## src/rtl/bicubic_pkg.sv

```systemverilog
// Shared types and helpers for the bicubic window sequencer.
// Holds the state encoding, the window/fetch geometry and the border clamp.
package bicubic_pkg;

  typedef enum logic [2:0] {
    ST_IDLE,
    ST_FETCH,
    ST_LAND,
    ST_WIN,
    ST_DONE
  } state_t;

  localparam int WIN_TAPS  = 4;
  localparam int FETCH_LEN = 4;

  // Border replication: negative coordinates pin to 0, overshoot pins to the last pixel.
  function automatic int clamp_coord(input int v, input int limit);
    int r;
    r = v;
    if (v < 0) r = 0;
    else if (v >= limit) r = limit - 1;
    return r;
  endfunction

endpackage

```

## src/rtl/bicubic_window_ctrl.sv

```systemverilog
// Walks the source image band by band, fills the 4x4 column-shift window buffer
// and hands each complete neighbourhood to the interpolation core via valid/ready.
module bicubic_window_ctrl
  import bicubic_pkg::*;
#(
  parameter int IMG_W = 64,
  parameter int IMG_H = 64,
  parameter int AW    = 8
) (
  input  logic          clk,
  input  logic          rst,
  input  logic          start,
  output logic          busy,
  output logic          done,
  output logic          rd_en,
  output logic [AW-1:0] rd_row,
  output logic [AW-1:0] rd_col,
  input  logic [7:0]    rd_data,
  output logic          buf_act,
  output logic [7:0]    buf_in,
  output logic          win_vld,
  input  logic          win_rdy,
  output logic [AW-1:0] win_x,
  output logic [AW-1:0] win_y
);

  localparam logic [AW-1:0]   WIN_LAST = AW'(WIN_TAPS - 1);
  localparam logic [AW-1:0]   J_LAST   = AW'(IMG_W + 2);
  localparam logic [AW-1:0]   Y_LAST   = AW'(IMG_H - 1);
  localparam logic [1:0]      K_LAST   = 2'(FETCH_LEN - 1);
  localparam logic [AW-1:0]   STEP     = AW'(1);
  localparam logic signed [AW:0] ONE   = (AW+1)'(1);

  state_t        state, state_n;
  logic [AW-1:0] y_cnt, y_n;
  logic [AW-1:0] j_cnt, j_n;
  logic [1:0]    k_cnt, k_n;

  logic signed [AW:0] row_raw;
  logic signed [AW:0] col_raw;

  always_ff @(posedge clk or negedge rst) begin
    if (!rst) begin
      state   <= ST_IDLE;
      y_cnt   <= '0;
      j_cnt   <= '0;
      k_cnt   <= '0;
      buf_act <= 1'b0;
    end else begin
      state   <= state_n;
      y_cnt   <= y_n;
      j_cnt   <= j_n;
      k_cnt   <= k_n;
      buf_act <= (state == ST_FETCH);
    end
  end

  always_comb begin
    state_n = state;
    y_n     = y_cnt;
    j_n     = j_cnt;
    k_n     = k_cnt;
    case (state)
      ST_IDLE: begin
        if (start) begin
          state_n = ST_FETCH;
          y_n     = '0;
          j_n     = '0;
          k_n     = '0;
        end
      end
      ST_FETCH: begin
        if (k_cnt == K_LAST) begin
          state_n = ST_LAND;
          k_n     = '0;
        end else begin
          k_n = k_cnt + 2'd1;
        end
      end
      ST_LAND: begin
        if (j_cnt >= WIN_LAST) begin
          state_n = ST_WIN;
        end else begin
          j_n     = j_cnt + STEP;
          state_n = ST_FETCH;
        end
      end
      // Holding here while the core stalls keeps the buffer frozen under the pending window.
      ST_WIN: begin
        if (win_rdy) begin
          if (j_cnt < J_LAST) begin
            j_n     = j_cnt + STEP;
            state_n = ST_FETCH;
          end else begin
            j_n = '0;
            if (y_cnt == Y_LAST) begin
              y_n     = '0;
              state_n = ST_DONE;
            end else begin
              y_n     = y_cnt + STEP;
              state_n = ST_FETCH;
            end
          end
        end
      end
      ST_DONE: state_n = ST_IDLE;
      default: state_n = ST_IDLE;
    endcase
  end

  assign row_raw = $signed({1'b0, y_cnt}) + $signed({{(AW-1){1'b0}}, k_cnt}) - ONE;
  assign col_raw = $signed({1'b0, j_cnt}) - ONE;

  assign busy    = (state != ST_IDLE);
  assign done    = (state == ST_DONE);
  assign rd_en   = (state == ST_FETCH);
  assign rd_row  = rd_en ? AW'(clamp_coord(int'(row_raw), IMG_H)) : '0;
  assign rd_col  = rd_en ? AW'(clamp_coord(int'(col_raw), IMG_W)) : '0;
  assign buf_in  = rd_data;
  assign win_vld = (state == ST_WIN);
  assign win_x   = win_vld ? (j_cnt - WIN_LAST) : '0;
  assign win_y   = win_vld ? y_cnt : '0;

endmodule

```

## config.mk

```make
export PLATFORM = sky130hd
export DESIGN_NAME = bicubic_window_ctrl
export DESIGN_NICKNAME = d
export VERILOG_FILES = /design/src/rtl/bicubic_pkg.sv /design/src/rtl/bicubic_window_ctrl.sv
export SDC_FILE = /design/constraint.sdc
export NUM_CORES = 1
export LEC_CHECK = 0
export CAP_MARGIN = 20
export CORE_MARGIN = 2
export CORE_UTILIZATION = 40
export DETAILED_ROUTE_END_ITERATION = 16
export PLACE_DENSITY = 0.68
export SYNTH_ARGS = -nofsm -noshare
export SYNTH_HDL_FRONTEND = slang
export SYNTH_SLANG_ARGS = --single-unit
```

## constraint.sdc

```tcl
create_clock -name clk -period 6.33 [get_ports clk]
set_input_delay 0.9495 -clock clk [delete_from_list [all_inputs] [get_ports clk]]
set_output_delay 0.9495 -clock clk [all_outputs]
set_load 0.01 [all_outputs]
```

Yosys cells after proc, flatten, opt, wreduce, memory -nomap -nowiden --
Cells that the tools add are included.
Storage, ports and cells: flip-flop bits (word level) 22, bits of input ports 12, output and inout bits 45, word-level logic and storage cells 65
Cells by class: add/sub/neg operators 7, order comparisons 6, equality and inequality tests 11, multiplexer cells 27, reduce and logical (&&, ||, !) cells 9
Operators by type and width (number):
- two-way mux 8 bit | 15
- one-hot mux 8 bit (3 select lines) | 1
- >= comparator 9 x 8 -> 1 bit, second input constant | 2
- < comparator 9 x 1 -> 1 bit, second input constant | 2
- adder 8 x 1 -> 8 bit, second input constant | 2
- one-hot mux 8 bit (2 select lines) | 1
- two-way mux 3 bit | 5
- one-hot mux 3 bit (4 select lines) | 1
- adder 8 x 2 -> 9 bit | 1
- subtractor 8 x 1 -> 9 bit, second input constant | 1
- subtractor 9 x 2 -> 9 bit, second input constant | 1
- == test 8 x 6 -> 1 bit, second input constant | 1
- >= comparator 8 x 2 -> 1 bit, second input constant | 1
- < comparator 8 x 7 -> 1 bit, second input constant | 1
- AND reduction 4 bit | 2
- subtractor 8 x 2 -> 8 bit, second input constant | 1
- == test 3 x 2 -> 1 bit, second input constant | 2
- two-way mux 2 bit | 3
- != test 2 bit, second input constant | 3
- nonzero test 3 bit | 2
- != test 2 x 1 -> 1 bit, second input constant | 2
- one-hot mux 2 bit (2 select lines) | 1
- nonzero test 2 bit | 2
- == test 3 x 1 -> 1 bit, second input constant | 1
- 6 further kinds | 6

Depth between registers and ports, before layout --
depth after elaboration 6, depth in mapped cells 11, depth with buffers taken out 11

Worst setup path after synthesis --
No wires, ideal clock.
kind reg2out, start register y_cnt[1], end output port rd_row[0], data arrival time 2.301 ns, data required time 5.380 ns, setup slack 3.079 ns, cell stages (with the launch flop) 12, path buffers 0, path through dfrtp_1 -> inv_2 -> ha_1 -> inv_1 -> ha_1 -> inv_1 -> fa_1 -> nand2b_1 -> a21o_1 -> a41oi_1 -> nand3_1 -> a22oi_1
On the way: cells in the longest elaborated chain, start to end 6, elaborated cells on any way between the ends 7, classes of those cells add/sub: 2; order compare: 2; mux: 3
RTL lines:
- start, declared | RTL line bicubic_window_ctrl.sv:35 | logic [AW-1:0] y_cnt, y_n;
- start signal, assigned | RTL line bicubic_window_ctrl.sv:51 | y_cnt <= y_n;
- adder 8 x 2 -> 9 bit (*) | RTL line bicubic_window_ctrl.sv:111 | assign row_raw = $signed({1'b0, y_cnt}) + $signed({{(AW-1){1'b0}}, k_cnt}) - ONE;
- subtractor 9 x 2 -> 9 bit (*) | RTL line bicubic_window_ctrl.sv:111
- >= comparator 9 x 8 -> 1 bit | RTL line bicubic_pkg.sv:21 | else if (v >= limit) r = limit - 1;
- two-way mux 8 bit | RTL line bicubic_pkg.sv:21
- two-way mux 8 bit (*) | RTL line bicubic_pkg.sv:20 | if (v < 0) r = 0;
- two-way mux 8 bit (*) | RTL line bicubic_window_ctrl.sv:117 | assign rd_row = rd_en ? AW'(clamp_coord(int'(row_raw), IMG_H)) : '0;
- end, declared | RTL line bicubic_window_ctrl.sv:16 | output logic [AW-1:0] rd_row,
Every way passes the cells marked *; elsewhere a longest branch is shown, timed or not.

Final worst setup path --
Ends and elaborated chain as after synthesis.

==> impl_metrics.tcl <==
set metrics [dict create \
    outcome "finished, final reports clean" \
    crit_path_cell_trace "inv_2, ha_1, inv_1, ha_1, inv_1, fa_1, nand2b_1, a21o_1, a41oi_1, nand3_1, a22oi_1, clkdlybuf4s50_1" \
    viasPerCell 5.38 \
    critPathLaunchType "flop" \
    drive_above_1_share_pct 6.10 \
    regToRegEndpoint "y_cnt[1]" \
    syn2layout_area_growth_pct 17.5 \
    drcViolationCount 0 \
    fin_crit_ps 4250 \
    placed_area_mm2 0.00249 \
    numPortBuffers 36 \
    power.density_mw_per_mm2 347 \
    holdCritPathClass "flop to flop" \
    timing.hold.ws_ps 513 \
    antenna_found_initial 0 \
    rsz0062_at_grt "false" \
    initial_core_util_pct 42.1 \
    grt_max_degree 23 \
    fmax_mhz 235 \
    h-tree-depth 1 \
    synthTopCellsByCount "33 x nor2_1, 22 x dfrtp_1, 20 x inv_1, 18 x a21oi_1, 18 x ha_1" \
    dr.pass1.iters 4 \
    root_buffer "clkbuf_8" \
    startpoint "y_cnt[1]" \
    tns_ps 0 \
    crit_path_end "rd_row[0]" \
    final_nets 327 \
    grt-ovfl-total 0 \
    boundaryPins 57 \
    wl_per_cell_um 13.9 \
    grt_pass1_wl_um 8790 \
    setup.worst_path.end_class "output port" \
    yosys_warnings 0 \
    maxSlewHeadroom_pct 41.6 \
    cts_hold_buf 0 \
    grt.total_usage_pct 17.6 \
    setup_violations 0 \
    rr_worst_depth 6 \
    drv_cap 0 \
    ys_top_cells_by_area "dfrtp_1 25%, ha_1 10%, nor2_1 5.7%" \
    synth_top_area_cell "dfrtp_1" \
    die-width_um 78.0 \
    cp.arrival_ps 3300 \
    clock_sinks 22 \
    path_class "flop to output port" \
    synth-edff-count 0 \
    ir_drop_v 0.000194 \
    tightestPinTransition_ps 876 \
    num_rows 26 \
    ant_nets 0 \
    clock_latency_ps 270 \
    wirelength_um 5080 \
    die_y_um 78.0 \
    synth_seq_area_share_pct 25.1 \
    synth-async-reset-ratio_pct 100 \
    synthCells 276 \
    core_mm2 0.00520 \
    gp_congestion 0.854 \
    netlist_area_mm2 0.00219 \
    cts_setup_buffers 0 \
    fin_crit_sh_pct 67.1 \
    hold_depth 2 \
    fin_skew_ps 7.74 \
    dp_hpwl_um 3800 \
    crit_path_max_incr_delay_ps 560 \
    r2r_slack_ps 3540 \
    required_ps 5380 \
    synth_seq_cells 22 \
    dieArea_mm2 0.00609 \
    design_area_mm2 0.00257 \
    cp_max_fo 4 \
    synth.avg_cell_area_um2 7.94 \
    p_leak_nw 1.13 \
    yosysMostFrequentCell "nor2_1" \
    cts_tree "built" \
    hold_viol 0 \
    synth_cell_types 52 \
    r2r_start "state[2]" \
    drv_slew 0 \
    vias 1963 \
    cts.repair.resized 0 \
    critPathSlowestCell "clkdlybuf4s50_1" \
    grt_pass1_vias 1861 \
    clk_path_buf_depth 2 \
    diodes 0 \
    yosysTopAreaCellShare_pct 25.1 \
    clkSlewWorstSetupHoldPaths_ps 90 \
    synth-main-ff-cell "dfrtp_1" \
    cts_made_buffers 3 \
    drt_iter0_drc 50 \
]
-- state kept, by name (all words and copies together), names as in the netlist --
name	flops
k_cnt	2
y_cnt	8
j_cnt	8
state	3
buf_act	1
-- layer usage --
layer / track usage [%] / vias to the layer above / wire length, um
met3: 2.64 / 4 / 185
li1: - / 999 / -
met2: 27.1 / 32 / 2350
met1: 25.9 / 928 / 2520
met4: 4.39 / 0 / 37
met5: 0 / - / 0
-- through the flow --
stage          setup slack, ps  instances  power [mW]  utilization, %
4_1_cts                   2080        364       0.897            48.9
6_report                  2080        365       0.894            49.5
3_5_place_dp              2380        360       0.787            47.9
3_3_place_gp              2530        360       0.780            47.9
2_1_floorplan             3080        279       0.558               -
5_1_grt                   1830        365       0.972            49.5
-- how the worst min path moves through the flow --
stage | start | endpoint | slack [ps]
floorplan | y_cnt[7] | y_cnt[7] | 460
global placement | y_cnt[7] | y_cnt[7] | 490
detailed placement | y_cnt[7] | y_cnt[7] | 490
CTS | y_cnt[7] | y_cnt[7] | 510
global route | y_cnt[7] | y_cnt[7] | 540
finish | y_cnt[7] | y_cnt[7] | 510
-- logic make-up (layout without fill, tap and decap cells) --
family                   Yosys count  count (layout)  share of synthesized area, %
XOR/XNOR                          15              15                          5.99
adder cells (fa/ha/maj)           19              19                          11.2
multiplexers                       3               3                          1.37
AO/OA/AOI/OAI                     67              67                          20.0
other                              1               4                         0.171
AND/OR/NAND/NOR                  100             100                          24.8
buffers and inverters             49              65                          11.4
flip-flops                        22              22                          25.1
-- critical path: cells and delay by family (launching register included) --
family,cells,cell delay (ps)
fa+ha+maj,3,840
buf+inv,4,730
compound gates,3,700
simple gates,2,390
flops,1,370
-- layout by cell type (no fill, tap or decap), types with 4 or more instances in the layout --
cell type / Yosys / routed
nand3_1: 9 / 9
inv_2: 4 / 4
inv_1: 20 / 20
dfrtp_1: 22 / 22
a31oi_1: 6 / 6
a22oi_1: 5 / 5
clkbuf_8: 0 / 4
o21ai_1: 14 / 14
nand3b_1: 4 / 4
conb_1: 1 / 4
a21o_1: 4 / 4
and2_1: 4 / 4
nor2_1: 33 / 33
o31ai_1: 5 / 5
xnor2_1: 10 / 10
nand2_1: 16 / 16
a21oi_1: 18 / 18
nor3_1: 9 / 9
clkdlybuf4s50_1: 0 / 36
xor2_1: 5 / 5
ha_1: 18 / 18
-- report_power, final --
part / internal, mW / switching (mW) / total [mW]
logic: 0.284 / 0.314 / 0.598
registers: 0.161 / 0.0315 / 0.193
clock network: 0.0555 / 0.0475 / 0.103
total: 0.500 / 0.393 / 0.894
-- area by class of cell --
class | count | area, um^2
clock buffer | 4 | 55.1
fill | 528 | 2630
inverter | 24 | 90.1
multi-input combinational | 208 | 1400
sequential | 22 | 551
tap | 70 | 87.6
timing repair buffer | 37 | 388
No activity file was read; power rests on OpenSTA's default activity.
